## config.mk

```make
export PLATFORM = sky130hd
export DESIGN_NAME = mpu_store_collector_flat
export DESIGN_NICKNAME = d
export VERILOG_FILES = /design/src/rtl/mpu_store_collector_if.sv /design/src/rtl/mpu_store_collector.sv /design/src/flat_wrapper.sv
export SDC_FILE = /design/constraint.sdc
export NUM_CORES = 1
export LEC_CHECK = 0
export BUFFER_PORTS_ARGS = -buffer_cell sky130_fd_sc_hd__buf_4
export CAP_MARGIN = 40
export CORE_MARGIN = 8
export CORE_UTILIZATION = 60
export CTS_CLUSTER_DIAMETER = 150
export DETAILED_ROUTE_END_ITERATION = 10
export HOLD_SLACK_MARGIN = 0.08
export PLACE_DENSITY_LB_ADDON = 0.25
export SLEW_MARGIN = 20
export SYNTH_ARGS = -nofsm -noshare
export SYNTH_HDL_FRONTEND = slang
export SYNTH_SLANG_ARGS = --single-unit
```

## constraint.sdc

```tcl
create_clock -name clk -period 3.05 [get_ports clk]
set_clock_uncertainty 0.15 [all_clocks]
set_input_delay 0.4575 -clock clk [delete_from_list [all_inputs] [get_ports clk]]
set_output_delay 0.4575 -clock clk [all_outputs]
set_load 0.03 [all_outputs]
```

## src/rtl/mpu_store_collector_if.sv

```systemverilog
// Store-stage memory-side stream bundle.
//   mem_store_en_in      : element valid
//   mem_store_element_in : element data (FPBITS+1 bits)
//   mem_m_store_size_in  : rows of the matrix being streamed
//   mem_n_store_size_in  : columns of the matrix being streamed
// master = store stage (drives the stream), slave = collector (consumes it).
interface mpu_store_collector_if #(
  parameter int unsigned FPBITS = 31,
  parameter int unsigned MBITS  = 2,
  parameter int unsigned NBITS  = 2
);
  logic              mem_store_en_in;
  logic [FPBITS:0]   mem_store_element_in;
  logic [MBITS:0]    mem_m_store_size_in;
  logic [NBITS:0]    mem_n_store_size_in;

  modport master (
    output mem_store_en_in,
    output mem_store_element_in,
    output mem_m_store_size_in,
    output mem_n_store_size_in
  );

  modport slave (
    input  mem_store_en_in,
    input  mem_store_element_in,
    input  mem_m_store_size_in,
    input  mem_n_store_size_in
  );
endinterface

```

## src/rtl/mpu_store_collector.sv

```systemverilog
// mpu_store_collector
// Consumes the MPU store-stage element stream into a result buffer, checking
// stream length and continuity against the announced M x N size. Signals a
// one-cycle done pulse on success or a sticky error on any fault, and offers a
// registered flat row-major readback port.
//
// Ports:
//   clk                : rising-edge clock
//   rst                : asynchronous reset, active-low
//   collect_en_in      : arm request (sampled in IDLE only)
//   store_if           : store-stage stream (slave modport)
//   rd_addr_in         : flat readback index
//   rd_element_out     : buffer[rd_addr_in], registered; 0 when out of range
//   rd_m_out/rd_n_out  : M/N latched by the last collection
//   element_count_out  : elements captured in the current/last collection
//   collect_busy_out   : high in ARMED or COLLECT
//   collect_done_out   : one-cycle success pulse
//   collect_error_out  : sticky error, cleared on the next arm
//
// Build option: define MPU_COLLECT_TIMEOUT_EN to abort an ARMED wait after
// TIMEOUT_CYCLES edges without a stream element.
module mpu_store_collector #(
  parameter int unsigned FPBITS         = 31,
  parameter int unsigned MBITS          = 2,
  parameter int unsigned NBITS          = 2,
  parameter int unsigned NUM_ELEMENTS   = 9,
  parameter int unsigned TIMEOUT_CYCLES = 64
) (
  input  logic                              clk,
  input  logic                              rst,
  input  logic                              collect_en_in,
  mpu_store_collector_if.slave              store_if,
  input  logic [$clog2(NUM_ELEMENTS)-1:0]   rd_addr_in,
  output logic [FPBITS:0]                   rd_element_out,
  output logic [MBITS:0]                    rd_m_out,
  output logic [NBITS:0]                    rd_n_out,
  output logic [$clog2(NUM_ELEMENTS+1)-1:0] element_count_out,
  output logic                              collect_busy_out,
  output logic                              collect_done_out,
  output logic                              collect_error_out
);

  localparam int unsigned AW = $clog2(NUM_ELEMENTS);
  localparam int unsigned CW = $clog2(NUM_ELEMENTS + 1);
  localparam int unsigned EW = MBITS + NBITS + 2;

  typedef enum logic [1:0] {
    S_IDLE,
    S_ARMED,
    S_COLLECT
  } state_t;

  state_t state_q, state_d;

  logic [FPBITS:0] buffer_q [NUM_ELEMENTS];
  logic [FPBITS:0] rd_element_q;
  logic [MBITS:0]  m_q;
  logic [NBITS:0]  n_q;
  logic [CW-1:0]   count_q;
  logic [CW-1:0]   exp_q;
  logic            done_q;
  logic            error_q;

  // Stream-side views
  logic            st_en;
  logic [FPBITS:0] st_elem;
  logic [MBITS:0]  st_m;
  logic [NBITS:0]  st_n;

  assign st_en   = store_if.mem_store_en_in;
  assign st_elem = store_if.mem_store_element_in;
  assign st_m    = store_if.mem_m_store_size_in;
  assign st_n    = store_if.mem_n_store_size_in;

  // Full-width product: no size combination can wrap.
  logic [EW-1:0] expected_full;
  logic          size_bad;
  logic          size_changed;
  logic [CW-1:0] count_inc;

  assign expected_full = EW'(st_m) * EW'(st_n);
  assign size_bad      = (expected_full == '0) ||
                         (32'(expected_full) > NUM_ELEMENTS);
  assign size_changed  = (st_m != m_q) || (st_n != n_q);
  assign count_inc     = count_q + CW'(1);

  // Decoded per-cycle events
  logic busy;
  logic arm;
  logic first_cap;
  logic first_bad;
  logic next_cap;
  logic last;
  logic stream_fault;
  logic timeout_hit;

  // ---------------------------------------------------------------------------
  // Optional armed-wait timeout
  // ---------------------------------------------------------------------------
`ifdef MPU_COLLECT_TIMEOUT_EN
  localparam int unsigned TW = $clog2(TIMEOUT_CYCLES + 1);

  logic [TW-1:0] tmo_q;

  always_ff @(posedge clk or negedge rst) begin
    if (!rst) begin
      tmo_q <= '0;
    end else if (arm) begin
      tmo_q <= '0;
    end else if ((state_q == S_ARMED) && !st_en) begin
      tmo_q <= tmo_q + TW'(1);
    end
  end

  // Fires on the TIMEOUT_CYCLES-th idle edge after entering ARMED.
  assign timeout_hit = (state_q == S_ARMED) && !st_en &&
                       (tmo_q == TW'(TIMEOUT_CYCLES - 1));
`else
  // ARMED waits indefinitely; the parameter only matters with the timeout built in.
  assign timeout_hit = 1'b0 && (TIMEOUT_CYCLES != 0);
`endif

  // ---------------------------------------------------------------------------
  // FSM: state register
  // ---------------------------------------------------------------------------
  always_ff @(posedge clk or negedge rst) begin
    if (!rst) begin
      state_q <= S_IDLE;
    end else begin
      state_q <= state_d;
    end
  end

  // ---------------------------------------------------------------------------
  // FSM: next-state logic
  // ---------------------------------------------------------------------------
  always_comb begin
    state_d = state_q;
    case (state_q)
      S_IDLE: begin
        if (arm) begin
          state_d = S_ARMED;
        end
      end
      S_ARMED: begin
        if (first_bad || timeout_hit) begin
          state_d = S_IDLE;
        end else if (first_cap) begin
          state_d = last ? S_IDLE : S_COLLECT;
        end
      end
      S_COLLECT: begin
        if (stream_fault || (next_cap && last)) begin
          state_d = S_IDLE;
        end
      end
      default: state_d = S_IDLE;
    endcase
  end

  // ---------------------------------------------------------------------------
  // FSM: output / event decode
  // ---------------------------------------------------------------------------
  always_comb begin
    busy         = (state_q != S_IDLE);
    arm          = 1'b0;
    first_cap    = 1'b0;
    first_bad    = 1'b0;
    next_cap     = 1'b0;
    last         = 1'b0;
    stream_fault = 1'b0;
    case (state_q)
      S_IDLE: begin
        arm = collect_en_in;
      end
      S_ARMED: begin
        if (st_en) begin
          if (size_bad) begin
            first_bad = 1'b1;
          end else begin
            first_cap = 1'b1;
            last      = (expected_full == EW'(1));
          end
        end
      end
      S_COLLECT: begin
        // A gap or a size change aborts before the element is written.
        if (!st_en || size_changed) begin
          stream_fault = 1'b1;
        end else begin
          next_cap = 1'b1;
          last     = (count_inc == exp_q);
        end
      end
      default: ;
    endcase
  end

  // ---------------------------------------------------------------------------
  // Capture datapath
  // ---------------------------------------------------------------------------
  always_ff @(posedge clk or negedge rst) begin
    if (!rst) begin
      for (int unsigned i = 0; i < NUM_ELEMENTS; i++) begin
        buffer_q[i] <= '0;
      end
      m_q     <= '0;
      n_q     <= '0;
      count_q <= '0;
      exp_q   <= '0;
      done_q  <= 1'b0;
      error_q <= 1'b0;
    end else begin
      done_q <= (first_cap || next_cap) && last;

      if (arm) begin
        count_q <= '0;
        error_q <= 1'b0;
      end

      // Size is latched on the first element even when it is rejected,
      // so the readback shows what the store stage announced.
      if (first_cap || first_bad) begin
        m_q   <= st_m;
        n_q   <= st_n;
        exp_q <= CW'(expected_full);
      end

      if (first_bad || stream_fault || timeout_hit) begin
        error_q <= 1'b1;
      end

      if (first_cap) begin
        buffer_q[0] <= st_elem;
        count_q     <= CW'(1);
      end

      if (next_cap) begin
        buffer_q[AW'(count_q)] <= st_elem;
        count_q                <= count_inc;
      end
    end
  end

  // ---------------------------------------------------------------------------
  // Registered readback (same-cycle write returns the old entry)
  // ---------------------------------------------------------------------------
  always_ff @(posedge clk or negedge rst) begin
    if (!rst) begin
      rd_element_q <= '0;
    end else if (32'(rd_addr_in) < NUM_ELEMENTS) begin
      rd_element_q <= buffer_q[rd_addr_in];
    end else begin
      rd_element_q <= '0;
    end
  end

  assign rd_element_out    = rd_element_q;
  assign rd_m_out          = m_q;
  assign rd_n_out          = n_q;
  assign element_count_out = count_q;
  assign collect_busy_out  = busy;
  assign collect_done_out  = done_q;
  assign collect_error_out = error_q;

endmodule

```

## src/flat_wrapper.sv

```systemverilog
// flat-port wrapper written by rule: the top's interface ports become plain ports
module mpu_store_collector_flat 
#(
  parameter int unsigned FPBITS         = 31,
  parameter int unsigned MBITS          = 2,
  parameter int unsigned NBITS          = 2,
  parameter int unsigned NUM_ELEMENTS   = 9,
  parameter int unsigned TIMEOUT_CYCLES = 64
)
  (clk, rst, collect_en_in, rd_addr_in, rd_element_out, rd_m_out, rd_n_out, element_count_out, collect_busy_out, collect_done_out, collect_error_out, store_if_mem_store_en_in, store_if_mem_store_element_in, store_if_mem_m_store_size_in, store_if_mem_n_store_size_in);
  mpu_store_collector_if #(.FPBITS(FPBITS), .MBITS(MBITS), .NBITS(NBITS)) store_if_i ();
  input  logic clk;
  input  logic rst;
  input  logic collect_en_in;
  input  logic [$clog2(NUM_ELEMENTS)-1:0] rd_addr_in;
  output logic [FPBITS:0] rd_element_out;
  output logic [MBITS:0] rd_m_out;
  output logic [NBITS:0] rd_n_out;
  output logic [$clog2(NUM_ELEMENTS+1)-1:0] element_count_out;
  output logic collect_busy_out;
  output logic collect_done_out;
  output logic collect_error_out;
  input wire logic [$bits(store_if_i.mem_store_en_in)-1:0] store_if_mem_store_en_in;
  input wire logic [$bits(store_if_i.mem_store_element_in)-1:0] store_if_mem_store_element_in;
  input wire logic [$bits(store_if_i.mem_m_store_size_in)-1:0] store_if_mem_m_store_size_in;
  input wire logic [$bits(store_if_i.mem_n_store_size_in)-1:0] store_if_mem_n_store_size_in;
  assign store_if_i.mem_store_en_in = store_if_mem_store_en_in;
  assign store_if_i.mem_store_element_in = store_if_mem_store_element_in;
  assign store_if_i.mem_m_store_size_in = store_if_mem_m_store_size_in;
  assign store_if_i.mem_n_store_size_in = store_if_mem_n_store_size_in;
  mpu_store_collector #(.FPBITS(FPBITS), .MBITS(MBITS), .NBITS(NBITS), .NUM_ELEMENTS(NUM_ELEMENTS), .TIMEOUT_CYCLES(TIMEOUT_CYCLES)) u_core (.clk(clk), .rst(rst), .collect_en_in(collect_en_in), .store_if(store_if_i), .rd_addr_in(rd_addr_in), .rd_element_out(rd_element_out), .rd_m_out(rd_m_out), .rd_n_out(rd_n_out), .element_count_out(element_count_out), .collect_busy_out(collect_busy_out), .collect_done_out(collect_done_out), .collect_error_out(collect_error_out));
endmodule
```

; Yosys cells after proc, flatten, opt, wreduce, memory -nomap -nowiden
; Index checks and enable logic that the tools add are counted.
[word_totals]
ram_bits = 0
inputBits = 46
word_cells = 87
output_inout_bits = 45
latch_bits = 0
mem_count = 0
regBits = 338
romBits = 0
[op_classes]
n_div = 0
n_mul = 1
shifts = 0
n_lt_le_gt_ge = 5
n_reduce_logical = 17
bitwise_logic = 2
eq_ne = 9
muxes = 35
n_addsub = 1
[ops]
columns = cell, n
row1 = bitwise mux 288 bit, 1
row2 = two-way mux 288 bit, 1
row3 = two-way mux 32 bit, 5
row4 = binary-select mux 32 bit (select 4 bit), 1
row5 = demux 32 bit (select 4 bit), 1
row6 = two-way mux 1 bit, 16
row7 = two-way mux 4 bit, 3
row8 = >= comparator 5 bit (second input constant), 2
row9 = two-way mux 2 bit, 5
row10 = NOT 4 -> 5 bit, 2
row11 = logical OR 1 bit, 7
row12 = == test 6 x 1 -> 1 bit (second input constant), 1
row13 = greater-than comparator 6 x 4 -> 1 bit (second input constant), 1
row14 = zero test 6 bit, 1
row15 = multiplier 3 x 3 -> 6 bit, 1
row16 = != test 3 bit, 2
row17 = case mux 2 bit (3 select lines), 1
row18 = less-than comparator 5 x 1 -> 1 bit (second input constant), 1
row19 = adder 4 x 1 -> 4 bit (second input constant), 1
row20 = == test 4 bit, 1
row21 = less-than comparator 4 bit (second input constant), 1
row22 = != test 2 x 1 -> 1 bit (second input constant), 2
row23 = nonzero test 2 bit, 2
row24 = logical AND 1 bit, 3
row25 = other kinds (8), 8

; Depth between registers and ports, before layout
; Gate-level depths: netlist of run 1.
[logic_depth]
depth_word = 10
mapped_depth = 11
mapped_depth_nobuf = 10

; Least setup slack after synthesis of run 1
; OpenSTA, ideal clock, no wires.
[synth_timing]
kind = in2reg
start = input store_if_mem_m_store_size_in[2]
end = register u_core.buffer_q[257] in the netlist's numbering
t_arrival_ns = 3.324
setup_ns = 0.125
path_slack_ns = -0.549
n_path_buf = 1
required_ns = 2.775
stages = 11
cell_sequence = and2_1 > fa_1 > ha_1 > inv_1 > fa_1 > a211o_1 > a2111oi_2 > nand3_1 > o41ai_4 > buf_6 > mux2_4
[synth_between]
elab_chain_len = 9
elab_cells_between_ends = 15
cone_classes = mul (1) / order compare (1) / eq/ne (1) / mux (8) / reduce/logical (4)
[synth_lines]
columns = item, line
row1 = from (decl), flat_wrapper.sv:25  ; input wire logic [$bits(store_if_i.mem_m_store_size_in)-1:0] store_if_mem_m_store_size_in;
row2 = multiplier 3 x 3 -> 6 bit, mpu_store_collector.sv:81  ; assign expected_full = EW'(st_m) * EW'(st_n);
row3 = greater-than comparator 6 x 4 -> 1 bit / zero test 6 bit (equally long branches), "mpu_store_collector.sv:83, mpu_store_collector.sv:82"
row4 = logical OR 1 bit, mpu_store_collector.sv:82  ; assign size_bad = (expected_full == '0) ||
row5 = two-way mux 1 bit, mpu_store_collector.sv:178  ; if (size_bad) begin
row6 = two-way mux 1 bit, mpu_store_collector.sv:177  ; if (st_en) begin
row7 = two-way mux 1 bit, mpu_store_collector.sv:172  ; case (state_q)
row8 = two-way mux 32 bit, mpu_store_collector.sv:233  ; if (first_cap) begin
row9 = bitwise mux 288 bit, mpu_store_collector.sv:239  ; buffer_q[AW'(count_q)] <= st_elem;
row10 = two-way mux 288 bit *, mpu_store_collector.sv:238  ; if (next_cap) begin
row11 = "to (signal, indexed assignment)", mpu_store_collector.sv:239
row12 = to (decl), mpu_store_collector.sv:55  ; logic [FPBITS:0] buffer_q [NUM_ELEMENTS];
; Every way passes the cells marked *; elsewhere a longest branch is shown, timed or not.
; A chain may end at the register's enable or synchronous reset.

; Worst setup path in the final report of run 1
[layout_timing]
start = input store_if_mem_m_store_size_in[2]
end = register u_core.buffer_q[283] in the netlist's numbering
; The elaborated chain is that of the path after synthesis.

==> results of run 1 <==
## cells in the mapped netlist, drive strengths merged, types with 9 or more instances
library cell	number
dfrtp	338
mux2	296
mux4	64
nand2	40
buf	39
mux2i	34
o21ai	34
clkbuf	17
ha	12
inv	11
nand3	11
xnor2	11
and2	9
## layout make-up
type                    instances  share of cell area
flip-flops and latches        338               0.478
multi-input cells             549               0.357
inverters                      11             0.00233
diodes                          1            0.000141
repair buffers                148              0.0732
clock inverters                 7             0.00495
well taps                     330              0.0233
clock buffers                  53              0.0608
## cell families after synthesis
kind of cell | count (synthesis) | synth area share
buffers and inverters | 67 | 0.0213
DFF | 338 | 0.563
and+or+nand+nor | 77 | 0.0242
AOI/OAI and AO/OA | 51 | 0.0217
adders and majority gates | 14 | 0.0127
muxes | 394 | 0.348
xor gates and xnor gates | 13 | 0.00908
## through the flow
stage               total power [uW]  utilization  setup TNS [ns]  worst slack (ns)
floorplan                       6270            -          -11.79            -0.365
global route                   11600        0.711           -6.07            -0.234
detailed placement              6940        0.660          -23.75            -0.735
global placement                6890        0.659          -21.67            -0.665
finish                         11200        0.711           -3.29            -0.142
CTS                            11300        0.711           -4.59            -0.181
## worst register-to-register path: cells and delay by family, from the launching register on
kind / cells / cell delay [ns]
fa+ha+maj: 1 / 0.18
simple gates: 4 / 0.70
buf+inv: 4 / 0.80
flops: 1 / 0.40
mux: 1 / 0.34
## per-layer routing
layer	wire [microns]	up-vias
met5	0	-
li1	-	3777
met3	1520	43
met2	15400	166
met4	627	0
met1	14000	4536
## worst max path at each step
stage          cells past startpoint                       startpoint                        endpoint  slack [ns]
6_report                          13  store_if_mem_m_store_size_in[2]  u_core.buffer_q[283]$_DFF_PN0_       -0.14
5_1_grt                           13  store_if_mem_m_store_size_in[2]  u_core.buffer_q[283]$_DFF_PN0_       -0.23
4_1_cts                           13  store_if_mem_m_store_size_in[2]  u_core.buffer_q[287]$_DFF_PN0_       -0.18
3_5_place_dp                      13  store_if_mem_m_store_size_in[2]  u_core.buffer_q[282]$_DFF_PN0_       -0.73
3_3_place_gp                      12  store_if_mem_m_store_size_in[2]  u_core.buffer_q[275]$_DFF_PN0_       -0.66
2_1_floorplan                     11  store_if_mem_m_store_size_in[2]  u_core.buffer_q[257]$_DFF_PN0_       -0.36
## power by group through the flow
stage,sequential (uW),combinational [uW],clock (uW)
after floorplan,5220,1050,0
after global placement,5160,1730,0
after detailed placement,5170,1780,0
after CTS,5100,1810,4370
after global routing,5140,1950,4550
final,5100,1800,4280
## repair_timing
action                                  in CTS  in global routing
gates resized for setup                      7                  1
buffers inserted                             3                  2
pin swaps                                    3                  4
endpoints found under the setup margin      31                 35
hold buffers                                 4                  0
endpoints found under the hold margin       75                  0
cloned                                       0                  0
==> results_dict.tcl, run 1 <==
set metrics [dict create \
    cts_max_path_buffers 3 \
    hold_path_class "in2reg" \
    syn_avg_cell_area_sq_um 15.7 \
    first_pass_iters 4 \
    synthTopCellsByArea "dfrtp_1 56%, mux2_2 19%, mux4_2 9.6%" \
    r2r_slack_ns 0.38 \
    rsz0062_at_grt "yes" \
    cts_max_level 2 \
    antenna_found_initial 2 \
    synth_top_flop_cell "dfrtp_1" \
    setup-violations-final 30 \
    grt_max_degree 81 \
    p_comb_frac 0.161 \
    holdCritStartpoint "store_if_mem_store_element_in[23]" \
    rows 58 \
    hold_viol 0 \
    layout_commonest_cell "dfrtp_1" \
    dpl-instance-area_sq_um 16400 \
    start_util 0.603 \
    met2_usage 0.350 \
    swShare 0.247 \
    cp_num_buf_inv 4 \
    totalWireLength_microns 31500 \
    violations "negative setup slack" \
    dp_hpwl_microns 19600 \
    clk_latency_ns 0.51 \
    clkTransAtPathRegs_ns 0.06 \
    regArea_sq_um 8460 \
    vias 8522 \
    grt.total_usage 0.215 \
    layout-drive-gt1-share 0.510 \
    antenna_left 0 \
    synth.distinct_cells 42 \
    slowest_delay_ns 0.53 \
    gr-total-overflow 0 \
    io_buffers 90 \
    fill_cells 1647 \
    ir_drop_mv 0.648 \
    gp_congestion 0.791 \
    postSynthCellCount 954 \
    p_switching_uw 2760 \
    grt_pass1_wl_microns 52400 \
    synth_edf_count 0 \
    rr_worst_depth 10 \
    core_area_sq_um 24900 \
    whs_ns 0.0941 \
    syn-cell-area_sq_um 15000 \
    finalWorstSetupSlack_ns -0.142 \
    power.share.clock 0.383 \
    cp.required_ns 3.29 \
    slowest_stage "fa_1" \
    final_cell_mix "338 x dfrtp_1, 250 x mux2_2, 126 x buf_4" \
    syn_nets 1014 \
    cp_common_cell "buf_6" \
    routed_via_density 5.93 \
    clock-sinks 338 \
    worstMarginPinSlew_ns 0.695 \
    cts_buffers 36 \
    grt_pass1_vias 9434 \
    drt_iter0_drc 460 \
    synth-seq-area-share 0.563 \
    clock.fmax_mhz 313 \
    layout.nets 1144 \
    synth-async-reset-ratio 1.00 \
    outcome "complete, but fails checks" \
    max_slew_margin 0.535 \
    ys_warn_count 0 \
    drc 0 \
    final_area_sq_um 17700 \
    cp_cell_sequence "buf_6 -> and2_4 -> fa_1 -> ha_2 -> inv_2 -> fa_2 -> o21ba_4 -> a2111oi_4 -> nand3_2 -> o41ai_4 -> buf_6 -> buf_12 -> mux2_4" \
    worstSetupPathType "in2reg" \
    period_share 1.05 \
    cap_violations 0 \
    critPathMaxFanout 9 \
    die_area_sq_um 30400 \
    yosys_register_bits 338 \
    cts.root.buffer_cell "clkbuf_16" \
    grtUsageMet1 0.294 \
    synth_area_leader_cell "dfrtp_1" \
    dp_cells 1368 \
    crit_family "adder cells" \
    holdPathStages 2 \
    area_growth_pct 17.8 \
    multiInputGateArea_sq_um 6330 \
    synth_top_area_frac 0.563 \
    arrival_ns 3.43 \
    fin_crit_ns 3.19 \
    top_usage_layer "met2" \
    power_density_nw_per_um2 632 \
    die_w_microns 174 \
    end_kind "flip-flop" \
    instances_no_fill 1437 \
    final-max-slew-violation-count 0 \
    cts_tree "built" \
    startpoint_type "input pin" \
    ios 91 \
    met3_usage 0.0430 \
    die_h_microns 174 \
    p_int_uw 8420 \
    leakage_uw 0.00882 \
    rr_startpoint "u_core.state_q[0]$_DFFE_PN0P_" \
    seqPwrFrac 0.456 \
    wl_per_cell_microns 22.0 \
]
Power figures use the tool's default switching activity.
==> run 2: changes to the inputs <==
--- a/config.mk
+++ b/config.mk
@@ -13,6 +13,7 @@
 export DETAILED_ROUTE_END_ITERATION = 10
 export HOLD_SLACK_MARGIN = 0.08
 export PLACE_DENSITY_LB_ADDON = 0.25
+export RECOVER_POWER = 100
 export SLEW_MARGIN = 20
 export SYNTH_ARGS = -nofsm -noshare
 export SYNTH_HDL_FRONTEND = slang
==> results_dict.tcl, run 2 (synthesis results as in run 1) <==
set metrics [dict create \
    tns_ns -3.27 \
    clk_latency_ns 0.50 \
    rsz0062_at_grt "yes" \
    antenna_left 0 \
    period_share 1.05 \
    io_buffers 90 \
    r2r_slack_ns 0.15 \
    die_area_sq_um 30400 \
    holdCritStartpoint "store_if_mem_store_element_in[23]" \
    wl_per_cell_microns 21.9 \
    layout_commonest_cell "dfrtp_1" \
    slowest_delay_ns 0.53 \
    vias 8553 \
    die_h_microns 174 \
    dp_cells 1368 \
    ios 91 \
    final_util 0.699 \
    startpoint_type "input pin" \
    gp_congestion 0.791 \
    grt_pass1_wl_microns 52400 \
    cp.required_ns 3.29 \
    fill_cells 1707 \
    rr_worst_depth 10 \
    cts_buffers 36 \
    setup-violations-final 30 \
    instances_no_fill 1437 \
    core_area_sq_um 24900 \
    totalWireLength_microns 31500 \
    leakage_uw 0.00861 \
    cts.root.buffer_cell "clkbuf_16" \
    drt_iter0_drc 461 \
    clkTransAtPathRegs_ns 0.06 \
    grt.total_usage 0.215 \
    start_util 0.603 \
    holdPathStages 2 \
    worstMarginPinSlew_ns 2.02 \
    slowest_stage "fa_1" \
    regArea_sq_um 8460 \
    ir_drop_mv 0.609 \
    cp_cell_sequence "buf_6 -> and2_4 -> fa_1 -> ha_2 -> inv_2 -> fa_2 -> o21ba_4 -> a2111oi_4 -> nand3_2 -> o41ai_4 -> buf_6 -> buf_12 -> mux2_4" \
    cap_violations 1 \
    rr_startpoint "u_core.state_q[0]$_DFFE_PN0P_" \
    arrival_ns 3.43 \
    dp_hpwl_microns 19600 \
    final_cell_mix "338 x dfrtp_1, 250 x mux2_2, 64 x mux4_2" \
    rows 58 \
    die_w_microns 174 \
    power_density_nw_per_um2 638 \
    end_kind "flip-flop" \
    hold_viol 0 \
    clock-sinks 338 \
    outcome "complete, but fails checks" \
    violations "max-capacitance violations, max-slew violations, negative setup slack" \
    cts_tree "built" \
    gr-total-overflow 0 \
    layout-drive-gt1-share 0.458 \
    cts_max_level 2 \
    final-max-slew-violation-count 81 \
    worstSetupPathType "in2reg" \
    clock.fmax_mhz 314 \
    cts_max_path_buffers 3 \
    multiInputGateArea_sq_um 6290 \
    area_growth_pct 15.8 \
    fin_crit_ns 3.19 \
    max_slew_margin -0.344 \
    antenna_found_initial 2 \
    routed_via_density 5.95 \
    hold_path_class "in2reg" \
    drc 0 \
    critPathMaxFanout 9 \
    finalWorstSetupSlack_ns -0.138 \
    first_pass_iters 4 \
    cp_common_cell "buf_6" \
    grt_pass1_vias 9434 \
    grt_max_degree 81 \
    layout.nets 1144 \
]
## run 2: changes by cell type in the layout (fill, tap and decap cells not counted), moves of 4 or more
cell / previous run / this run
clkbuf_1: 7 / 56
buf_4: 126 / 62
clkbuf_4: 0 / 5
clkbuf_2: 0 / 10
nand3_2: 8 / 1
buf_12: 12 / 7
buf_6: 3 / 7
nand3_1: 3 / 10
## run 2: final cells by class
class | count | share of cell area
diodes | 1 | 0.000144
clock buffers | 53 | 0.0618
clock inverters | 7 | 0.00503
inverters | 11 | 0.00237
multi-input cells | 549 | 0.361
flip-flops and latches | 338 | 0.486
well taps | 330 | 0.0237
repair buffers | 148 | 0.0594
## run 2: metrics by stage
stage               hold WS, ns  power, uW  cell area, sq um  worst slack, ns
finish                   0.0933      11100             17400           -0.138
global route             0.0906      11500             17400           -0.234
CTS                      0.0826      11300             17700           -0.181
detailed placement        0.315       6940             16400           -0.735
global placement          0.308       6890             16400           -0.665
floorplan                0.0119       6270             15000           -0.365
## run 2: routing by layer
layer,wire length (microns),track usage
met5,0,0
met3,1590,0.0430
met4,670,0.0581
met1,13900,0.294
met2,15400,0.350
## run 2: critical path, delay by kind of cell
kind | cells | cell delay, ns
fa+ha+maj | 3 | 1.23
compound gates | 3 | 0.63
buf+inv | 4 | 0.50
simple gates | 2 | 0.31
mux | 1 | 0.30
## run 2: report_power, final
group	switching, uW	internal [uW]	total, uW
Clock	1680	2600	4280
Combinational	813	899	1710
Sequential	258	4840	5100
## run 2: repair_timing
action / CTS / global route
hold buffers: 4 / 0
endpoints found under the hold margin: 75 / 0
resized for setup: 7 / 1
setup buffers: 3 / 2
pin swaps: 3 / 4
setup endpoints to repair: 31 / 35
## run 2: worst max-delay path by stage
| stage | from | end | slack (ns) | cells after the start |
|---|---|---|---|---|
| 4_1_cts | store_if_mem_m_store_size_in[2] | u_core.buffer_q[287]$_DFF_PN0_ | -0.18 | 13 |
| 6_report | store_if_mem_m_store_size_in[2] | u_core.buffer_q[283]$_DFF_PN0_ | -0.14 | 13 |
| 3_3_place_gp | store_if_mem_m_store_size_in[2] | u_core.buffer_q[275]$_DFF_PN0_ | -0.66 | 12 |
| 5_1_grt | store_if_mem_m_store_size_in[2] | u_core.buffer_q[283]$_DFF_PN0_ | -0.23 | 13 |
| 2_1_floorplan | store_if_mem_m_store_size_in[2] | u_core.buffer_q[257]$_DFF_PN0_ | -0.36 | 11 |
| 3_5_place_dp | store_if_mem_m_store_size_in[2] | u_core.buffer_q[282]$_DFF_PN0_ | -0.73 | 13 |
